--- src/rtl/wb_arbiter_pkg.sv ---
// ---------------------------------------------------------------------------
// wb_arbiter_pkg
// Shared defines for the register-file writeback path. The register file and
// the writeback arbiter both take their geometry from here so the two always
// agree.
//
// Contents:
//   REG_NUM  - number of architectural registers
//   ADDR_W   - register address width
//   DATA_W   - register data width
//   SRC_ALU  - writeback source index of the ALU (source 0)
//   SRC_LSU  - writeback source index of the LSU (source 1)
//   src_e    - enumerated writeback source, used for the last-grant pointer
//   pick_lsu - round-robin choice between the two holding buffers
// ---------------------------------------------------------------------------
package wb_arbiter_pkg;

    localparam int REG_NUM = 32;
    localparam int ADDR_W  = 5;
    localparam int DATA_W  = 32;

    localparam int SRC_ALU = 0;
    localparam int SRC_LSU = 1;

    typedef enum logic {
        GRANT_ALU = 1'(SRC_ALU),
        GRANT_LSU = 1'(SRC_LSU)
    } src_e;

    // Returns 1 when the LSU buffer should win this cycle. With only one
    // buffer occupied that buffer wins; with both occupied the source that
    // did not win last time goes next.
    function automatic logic pick_lsu(input logic alu_held,
                                      input logic lsu_held,
                                      input src_e last_grant);
        logic lsu_wins;
        lsu_wins = 1'b0;
        if (lsu_held && !alu_held) begin
            lsu_wins = 1'b1;
        end else if (lsu_held && alu_held) begin
            lsu_wins = (last_grant == GRANT_ALU);
        end
        return lsu_wins;
    endfunction

endpackage

--- src/rtl/wb_arbiter_hold_buf.sv ---
// ---------------------------------------------------------------------------
// wb_hold_buf
// One-entry holding buffer for a single writeback source. A request is taken
// whenever the buffer is empty or is being drained this cycle, so a source
// that keeps its valid high can stream one write per grant with no bubble.
//
// Ports:
//   clk, rst                - clock, synchronous active-high reset
//   in_valid/in_addr/in_data- incoming writeback request
//   in_ready                - request accepted this cycle when in_valid && in_ready
//   grant                   - arbiter grant: entry is consumed at this edge
//   hold_valid/addr/data    - current buffer contents
// ---------------------------------------------------------------------------
module wb_hold_buf
    import wb_arbiter_pkg::*;
#(
    parameter int ADDR_W = wb_arbiter_pkg::ADDR_W,
    parameter int DATA_W = wb_arbiter_pkg::DATA_W
) (
    input  logic              clk,
    input  logic              rst,
    input  logic              in_valid,
    input  logic [ADDR_W-1:0] in_addr,
    input  logic [DATA_W-1:0] in_data,
    output logic              in_ready,
    input  logic              grant,
    output logic              hold_valid,
    output logic [ADDR_W-1:0] hold_addr,
    output logic [DATA_W-1:0] hold_data
);

    // Ready is forced high during reset so upstream sees an idle, open port.
    // Reset still dominates the load below, so nothing is captured then.
    assign in_ready = rst || !hold_valid || grant;

    // Load on accept (this also covers reload of an entry granted this same
    // cycle); otherwise a grant frees the entry.
    always_ff @(posedge clk) begin
        if (rst) begin
            hold_valid <= 1'b0;
            hold_addr  <= '0;
            hold_data  <= '0;
        end else if (in_valid && in_ready) begin
            hold_valid <= 1'b1;
            hold_addr  <= in_addr;
            hold_data  <= in_data;
        end else if (grant) begin
            hold_valid <= 1'b0;
        end
    end

endmodule

--- src/rtl/wb_arbiter.sv ---
// ---------------------------------------------------------------------------
// wb_arbiter
// Writeback arbiter and register scoreboard. Two sources (ALU, LSU) each own
// a one-entry holding buffer; one occupied buffer per cycle is granted the
// single register-file write port, round-robin on ties. The scoreboard keeps
// one busy bit per register, set at issue and cleared by the writeback.
//
// Ports:
//   clk, rst                       - clock, synchronous active-high reset
//   s0_valid/addr/data, s0_ready   - ALU writeback request / accept
//   s1_valid/addr/data, s1_ready   - LSU writeback request / accept
//   iss_valid, iss_rd, iss_ready   - issue handshake marking rd pending
//   q_addr1/2, q_busy1/2           - operand busy queries (write-through aware)
//   write_request, w_addr, w_data  - register-file write port
// ---------------------------------------------------------------------------
module wb_arbiter
    import wb_arbiter_pkg::*;
#(
    parameter int REG_NUM = wb_arbiter_pkg::REG_NUM,
    parameter int ADDR_W  = wb_arbiter_pkg::ADDR_W,
    parameter int DATA_W  = wb_arbiter_pkg::DATA_W
) (
    input  logic              clk,
    input  logic              rst,
    input  logic              s0_valid,
    input  logic [ADDR_W-1:0] s0_addr,
    input  logic [DATA_W-1:0] s0_data,
    output logic              s0_ready,
    input  logic              s1_valid,
    input  logic [ADDR_W-1:0] s1_addr,
    input  logic [DATA_W-1:0] s1_data,
    output logic              s1_ready,
    input  logic              iss_valid,
    input  logic [ADDR_W-1:0] iss_rd,
    output logic              iss_ready,
    input  logic [ADDR_W-1:0] q_addr1,
    input  logic [ADDR_W-1:0] q_addr2,
    output logic              q_busy1,
    output logic              q_busy2,
    output logic              write_request,
    output logic [ADDR_W-1:0] w_addr,
    output logic [DATA_W-1:0] w_data
);

    logic              h0_valid;
    logic [ADDR_W-1:0] h0_addr;
    logic [DATA_W-1:0] h0_data;
    logic              h1_valid;
    logic [ADDR_W-1:0] h1_addr;
    logic [DATA_W-1:0] h1_data;

    logic              grant0;
    logic              grant1;
    logic              grant_any;
    src_e              last_grant;

    logic [REG_NUM-1:0] busy;
    logic [REG_NUM-1:0] busy_next;
    logic               iss_fire;

    // ------------------------------------------------------------------
    // Holding buffers, one per source
    // ------------------------------------------------------------------
    wb_hold_buf #(
        .ADDR_W (ADDR_W),
        .DATA_W (DATA_W)
    ) u_hold_alu (
        .clk        (clk),
        .rst        (rst),
        .in_valid   (s0_valid),
        .in_addr    (s0_addr),
        .in_data    (s0_data),
        .in_ready   (s0_ready),
        .grant      (grant0),
        .hold_valid (h0_valid),
        .hold_addr  (h0_addr),
        .hold_data  (h0_data)
    );

    wb_hold_buf #(
        .ADDR_W (ADDR_W),
        .DATA_W (DATA_W)
    ) u_hold_lsu (
        .clk        (clk),
        .rst        (rst),
        .in_valid   (s1_valid),
        .in_addr    (s1_addr),
        .in_data    (s1_data),
        .in_ready   (s1_ready),
        .grant      (grant1),
        .hold_valid (h1_valid),
        .hold_addr  (h1_addr),
        .hold_data  (h1_data)
    );

    // ------------------------------------------------------------------
    // Arbitration
    // Grants depend only on buffer state and the pointer, never on the
    // incoming valids, so write_request has no path from sN_valid. Grants
    // are suppressed while rst is high so nothing reaches the register
    // file during reset even though the buffers empty only at the edge.
    // ------------------------------------------------------------------
    always_comb begin
        grant0    = 1'b0;
        grant1    = 1'b0;
        grant_any = 1'b0;
        if (!rst) begin
            grant1    = pick_lsu(h0_valid, h1_valid, last_grant);
            grant0    = h0_valid && !grant1;
            grant_any = grant0 || grant1;
        end
    end

    // Write-port mux. An entry addressed to x0 is still granted (so it
    // drains and moves the pointer) but never raises write_request.
    always_comb begin
        w_addr        = '0;
        w_data        = '0;
        write_request = 1'b0;
        if (grant1) begin
            w_addr = h1_addr;
            w_data = h1_data;
        end else if (grant0) begin
            w_addr = h0_addr;
            w_data = h0_data;
        end
        write_request = grant_any && (w_addr != '0);
    end

    // Last-grant pointer. Resetting to the LSU makes the ALU win the first
    // tie after reset.
    always_ff @(posedge clk) begin
        if (rst) begin
            last_grant <= GRANT_LSU;
        end else if (grant0) begin
            last_grant <= GRANT_ALU;
        end else if (grant1) begin
            last_grant <= GRANT_LSU;
        end
    end

    // ------------------------------------------------------------------
    // Scoreboard
    // Issue stalls on a pending write to the same rd (WAW). x0 is never
    // tracked.
    // ------------------------------------------------------------------
    assign iss_ready = rst || (iss_rd == '0) || !busy[iss_rd];
    assign iss_fire  = !rst && iss_valid && iss_ready && (iss_rd != '0);

    // Clear from the writeback is applied first so that a set from an issue
    // to the same register on the same edge wins.
    always_comb begin
        busy_next = busy;
        if (write_request) begin
            busy_next[w_addr] = 1'b0;
        end
        if (iss_fire) begin
            busy_next[iss_rd] = 1'b1;
        end
        busy_next[0] = 1'b0;
    end

    always_ff @(posedge clk) begin
        if (rst) begin
            busy <= '0;
        end else begin
            busy <= busy_next;
        end
    end

    // Queries see a register being written this cycle as already free,
    // matching the register file's write-through forwarding.
    always_comb begin
        q_busy1 = 1'b0;
        q_busy2 = 1'b0;
        if (!rst) begin
            q_busy1 = (q_addr1 != '0) && busy[q_addr1]
                      && !(write_request && (w_addr == q_addr1));
            q_busy2 = (q_addr2 != '0) && busy[q_addr2]
                      && !(write_request && (w_addr == q_addr2));
        end
    end

endmodule

--- config.mk ---
export PLATFORM = sky130hd
export DESIGN_NAME = wb_arbiter
export DESIGN_NICKNAME = d
export VERILOG_FILES = /design/src/rtl/wb_arbiter_pkg.sv /design/src/rtl/wb_arbiter_hold_buf.sv /design/src/rtl/wb_arbiter.sv
export SDC_FILE = /design/constraint.sdc
export NUM_CORES = 1
export LEC_CHECK = 0
export ABC_CLOCK_PERIOD_IN_PS = 1900
export BUFFER_PORTS_ARGS = -buffer_cell sky130_fd_sc_hd__buf_2
export CAP_MARGIN = 20
export CORE_MARGIN = 2
export CORE_UTILIZATION = 48
export DETAILED_ROUTE_END_ITERATION = 7
export GPL_ROUTABILITY_DRIVEN = 0
export GPL_TIMING_DRIVEN = 0
export HOLD_SLACK_MARGIN = 0.06
export PLACE_DENSITY = 0.74
export SYNTH_ARGS = -nofsm -noshare
export SYNTH_HDL_FRONTEND = slang
export SYNTH_SLANG_ARGS = --single-unit
--- constraint.sdc ---
create_clock -name clk -period 1.9 [get_ports clk]
set_clock_uncertainty 0.15 [all_clocks]
set_input_delay 0.19 -clock clk [delete_from_list [all_inputs] [get_ports clk]]
set_output_delay 0.19 -clock clk [all_outputs]
set_load 0.005 [all_outputs]
### Word-level counts from Yosys, hierarchy flattened

Index checks and enable logic that the tools add are counted.

* register bits: 109
* input bits: 94
* word-level logic and storage cells: 90
* output and inout port bits: 43

* reduce and logical (&&, ||, !) cells: 39
* bitwise gates (word level): 4
* order comparisons: 6
* equality and inequality tests: 2
* muxes and demuxes: 30

Operators by type and width (count)
* two-way mux 32 bit: 4
* bitwise AND 32 bit: 1
* inverter 32 bit: 1
* OR 32 bit: 1
* less-than comparator 5 x 6 -> 1 bit (second input constant): 4
* nonzero test 5 bit: 4
* two-way mux 1 bit: 19
* logical AND 1 bit: 17
* binary-select mux 1 bit (select 5 bit): 3
* demux 1 bit (select 5 bit): 2
* == test 5 bit: 2
* >= comparator 5 x 1 -> 1 bit (second input constant): 2
* two-way mux 5 bit: 2
* zero test 1 bit: 7
* logical OR 1 bit: 7
* nonzero test 2 bit: 3
* zero test 5 bit: 1
* inverter 1 bit: 1

### Depth between registers and ports, before layout

* word-level depth: 18
* depth in mapped cells: 8
* depth with buffers taken out: 7

### Modules after synthesis

A second synthesis with hierarchy kept.

* cell total of the unflattened synthesis: 663
* area, all modules: 6361.1 um^2

Modules (own cells, without submodules)
* wb_hold_buf: area an instance 1734.2 um^2, sequential area each 760.7 um^2, cells an instance 166, instances 2
* wb_arbiter: area an instance 2892.8 um^2, sequential area each 640.6 um^2, cells an instance 331, instances 1

### Worst setup path after synthesis

Ideal clock, no wire load.

* path type: reg-to-output
* start: reg last_grant
* end: out q_busy2
* slack: -0.161 ns
* data required time: 1.560 ns
* stages on the path, launching flop included: 7
* data arrival time: 1.721 ns
* buffers on the path: 0
* path through: dfxtp_1 nand2b_1 a32oi_1 o21ai_1 or2_1 and4_1 a311oi_1

* longest elaborated chain between the ends: 15
* elaborated cells on any way between the ends: 19
* classes of those cells: eq/ne (1); mux (9); bitwise (1); reduce/logical (8)

Ends and longest elaborated chain
* start, declared: RTL line wb_arbiter.sv:55 `src_e last_grant;`
* start signal, assigned: RTL line wb_arbiter.sv:134 `last_grant <= GRANT_LSU;`
* start signal, assigned: RTL line wb_arbiter.sv:136 `last_grant <= GRANT_ALU;`
* start signal, assigned: RTL line wb_arbiter.sv:138 `last_grant <= GRANT_LSU;`
* inverter 1 bit (*): RTL line wb_arbiter_pkg.sv:41 `lsu_wins = (last_grant == GRANT_ALU);`
* two-way mux 1 bit (*): RTL line wb_arbiter_pkg.sv:40 `end else if (lsu_held && alu_held) begin`
* two-way mux 1 bit (*): RTL line wb_arbiter_pkg.sv:38 `if (lsu_held && !alu_held) begin`
* two-way mux 1 bit (*): RTL line wb_arbiter.sv:107 `if (!rst) begin`
* zero test 1 bit: RTL line wb_arbiter.sv:109 `grant0 = h0_valid && !grant1;`
* logical AND 1 bit: RTL line wb_arbiter.sv:109
* two-way mux 1 bit: RTL line wb_arbiter.sv:107
* two-way mux 5 bit: RTL line wb_arbiter.sv:123 `end else if (grant0) begin`
* two-way mux 5 bit: RTL line wb_arbiter.sv:120 `if (grant1) begin`
* nonzero test 5 bit: RTL line wb_arbiter.sv:127 `write_request = grant_any && (w_addr != '0);`
* logical AND 1 bit (*): RTL line wb_arbiter.sv:127
* via write_request: RTL line wb_arbiter.sv:40 `output logic write_request,`
* logical AND 1 bit (*): RTL line wb_arbiter.sv:180 `&& !(write_request && (w_addr == q_addr2));`
* zero test 1 bit (*): RTL line wb_arbiter.sv:180
* logical AND 1 bit (*): RTL line wb_arbiter.sv:180
* two-way mux 1 bit (*): RTL line wb_arbiter.sv:176 `if (!rst) begin`
* end, declared: RTL line wb_arbiter.sv:39 `output logic q_busy2,`

The timed path passes the listed nets; every way through them passes the cells marked *. The select of a mux whose other input is x is not followed.

### Final worst setup path

* start: reg busy[29]
* end: out q_busy2

* longest elaborated chain between the ends: 5

Ends and longest elaborated chain
* start, declared: RTL line wb_arbiter.sv:57 `logic [REG_NUM-1:0] busy;`
* start signal, assigned: RTL line wb_arbiter.sv:167 `busy <= busy_next;`
* binary-select mux 1 bit (select 5 bit): RTL line wb_arbiter.sv:179 `q_busy2 = (q_addr2 != '0) && busy[q_addr2]`
* two-way mux 1 bit (implied by the code): RTL line wb_arbiter.sv:179
* logical AND 1 bit: RTL line wb_arbiter.sv:179
* logical AND 1 bit: RTL line wb_arbiter.sv:180
* two-way mux 1 bit: RTL line wb_arbiter.sv:176

Every way passes these cells. The select of a mux whose other input is x is not followed.

==> flow_summary_export.csv <==
group,metric,value,unit
placement,place_area,6240,um^2
detailed_routing,vias,6191,
final_layout,final_layout_size_suffix_gt1_share,32.3,%
die,die_w,110,um
synth,syn_nets,740,
clocking,clock_sinks,108,
critical_path,path_max_fanout,4,
grt,grt_pass1_wl,28.9,mm
final_layout,diodes,0,
timing,fin_ws,-0.685,ns
timing,setup_tns,-18.59,ns
placement,dp_slack,-0.586,ns
clocking,cts_buffers,9,
synth,ys_seq_elements,108,
grt,grt_max_degree,19,
detailed_routing,wl,20.0,mm
synth,async_reset_ff_share,0,%
detailed_routing,drt_iter0_drc,616,
clocking,cts_tree,"yes",
detailed_routing,wl_per_cell,19.4,um
synth,synth_edf_count,0,
timing,fin_crit_sh,136,%
timing,fmax,387,MHz
status,violations,"negative setup slack",
timing,hold_viol,0,
grt,antenna_found_initial,0,
critical_path,startpoint_type,"flip-flop",
final_layout,mostFrequentLayoutCells,"nand2_1, buf_2, dfxtp_1",
placement,io_buffers,127,
critical_path,cp.required,1.56,ns
clocking,htree_levels,3,
critical_path,slowest_stage,"mux4_2",
synth,synth_area_per_cell,8.37,um^2
clocking,clk-insertion-delay-late,0.36,ns
power,max-vdd-ir-drop,0.473,mV
min_path,worst_hold_path_type,"in -> reg",
power,p_leak,3.30,nW
timing,worst_pin_slew,0.660,ns
power,powerDensity,664,nW/um^2
synth,seq_area_frac_synth,40.0,%
synth,synthCells,646,
detailed_routing,firstDrtPassIters,5,
die,rows,38,
detailed_routing,drc,0,
status,outcome,"complete, but fails checks",
critical_path,slowest_delay,0.49,ns
die,start_util,49.4,%
timing,final_max_slew_viol_count,0,
synth,ys_warn_count,0,
final_layout,syn_to_final_growth,48.6,%
critical_path,r2r_cells,9,
clocking,clock_path_buffers,2,
synth,syn-cell-area,5400,um^2
critical_path,endpoint_kind,"output port",
job,cap_violations,0,
clocking,clk_pin_slew,0.07,ns
grt,grt-ovfl-total,0,
critical_path,crit_chain,"mux4_2 -> and3b_1 -> o21ai_0 -> o21ai_0 -> a211oi_2 -> a311oi_2 -> buf_2",
critical_path,worst-path-stages,7,
critical_path,crit_top_cell,"o21ai_0",
grt,track_usage,31.7,%
final_layout,nNetsFinal,982,
critical_path,cp_num_buf_inv,1,
timing,rsz0062_at_grt,"true",
placement,place_hpwl,12.2,mm
die,dieArea,12100,um^2
critical_path,critical_path.top_delay_family,"compound AO/OA/AOI/OAI gates",
timing,finalSetupViolations,66,
synth,synth_ff_type,"dfxtp_1",
grt,grt_pass1_vias,5854,
detailed_routing,ant_nets,0,
critical_path,worstPathArrival,2.25,ns
die,pin_count,137,
detailed_routing,via_per_inst,5.99,
timing,slew_headroom,56.0,%
critical_path,worstSetupPathType,"reg -> out",
die,core_area,10900,um^2
die,die_y,110,um
final_layout,design_area,8030,um^2
timing,period_needed,2.59,ns
final_layout,layout_commonest_cell,"nand2_1",
min_path,whs_path_depth,4,
synth,synth.distinct_cells,60,
clocking,cts_root_buf,"clkbuf_16",
==> what timing repair did <==
item	in CTS	in global routing
gates resized for setup	67	77
hold buffers	76	0
gates cloned	0	3
endpoints found under the hold margin	76	0
setup buffers	15	14
setup endpoints to repair	123	127
pin swaps	9	25
==> cell type report <==
| cell class | instances | area [um^2] |
|---|---|---|
| Clock inverter | 5 | 67.6 |
| Clock buffer | 11 | 253 |
| Multi-Input combinational cell | 476 | 3260 |
| Fill cell | 743 | 2900 |
| Tap cell | 140 | 175 |
| Inverter | 15 | 61.3 |
| Sequential cell | 108 | 2180 |
| Timing Repair Buffer | 234 | 1730 |
| Buffer | 44 | 307 |
==> cells by family after synthesis <==
kind of cell	share of synthesized area, %
multiplexers	9.70
AO/OA/AOI/OAI	23.3
XOR/XNOR	1.46
buffers and inverters	4.84
AND/OR/NAND/NOR	20.7
flip-flops	40.0
==> worst reg2reg max path, delay by kind of cell (launching register included) <==
kind | cells | cell delay, ns
AO/OA/AOI/OAI | 3 | 0.52
buffers and inverters | 3 | 0.35
flip-flops | 1 | 0.38
AND/OR/NAND/NOR | 3 | 0.70
==> cell usage after synthesis (4+ instances only) <==
library cell | count | area share, %
nor2_1 | 7 | 0.49
clkbuf_1 | 37 | 2.6
nor4_1 | 6 | 0.69
a22o_1 | 32 | 5.2
nor3b_1 | 4 | 0.56
mux2i_1 | 4 | 0.74
nand2_1 | 168 | 12
nor2b_1 | 10 | 1.2
dfxtp_1 | 108 | 40
and2_1 | 4 | 0.46
a21oi_1 | 93 | 8.6
o21ai_1 | 9 | 0.83
inv_1 | 12 | 0.83
o211ai_1 | 11 | 1.5
nand3_1 | 13 | 1.2
mux4_2 | 21 | 8.8
xnor2_1 | 8 | 1.3
o21ai_0 | 27 | 2.5
==> report_power, final <==
part           internal (mW)  switching, mW  leakage (nW)  total, mW
logic                  0.419          0.460          2.25      0.879
registers               2.36         0.0659         0.890       2.42
clock network           1.11          0.916         0.158       2.03
total                   3.89           1.44          3.30       5.33
==> per-stage QoR <==
step | util [%] | hold WS (ns) | power (mW) | instances
3_3_place_gp | 57.0 | 0.280 | 3.06 | 913
5_1_grt | 73.4 | 0.190 | 5.48 | 1033
2_1_floorplan | - | 0.166 | 2.82 | 646
6_report | 73.4 | 0.167 | 5.33 | 1033
4_1_cts | 69.9 | 0.132 | 5.24 | 1017
3_5_place_dp | 57.0 | 0.287 | 3.08 | 913
==> metal layers <==
| metal | global-route usage [%] | share of wire (%) |
|---|---|---|
| met1 | 39.1 | 38 |
| met2 | 52.3 | 48 |
| met3 | 6.58 | 10 |
| met4 | 16.1 | 4.1 |
| met5 | 0 | 0 |
==> path summary, 6_finish.rpt <==
check	startpoint	end	slack, ns
max	busy[29]$_SDFF_PP0_	q_busy2	-0.69
min	iss_rd[2]	busy[2]$_SDFF_PP0_	0.17
max reg2reg	u_hold_alu.hold_valid$_SDFFE_PP0P_	busy[18]$_SDFF_PP0_	-0.33
min reg2reg	u_hold_alu.hold_data[1]$_SDFFE_PP0P_	u_hold_alu.hold_data[1]$_SDFFE_PP0P_	0.31
==> state kept, by name, summed over array words and instances, names as in the netlist <==
register / flops
u_hold_alu.hold_addr: 5
u_hold_lsu.hold_valid: 1
u_hold_alu.hold_valid: 1
u_hold_alu.hold_data: 32
u_hold_lsu.hold_addr: 5
u_hold_lsu.hold_data: 32
busy: 31
last_grant: 1
(Power assumes the default switching activity.)
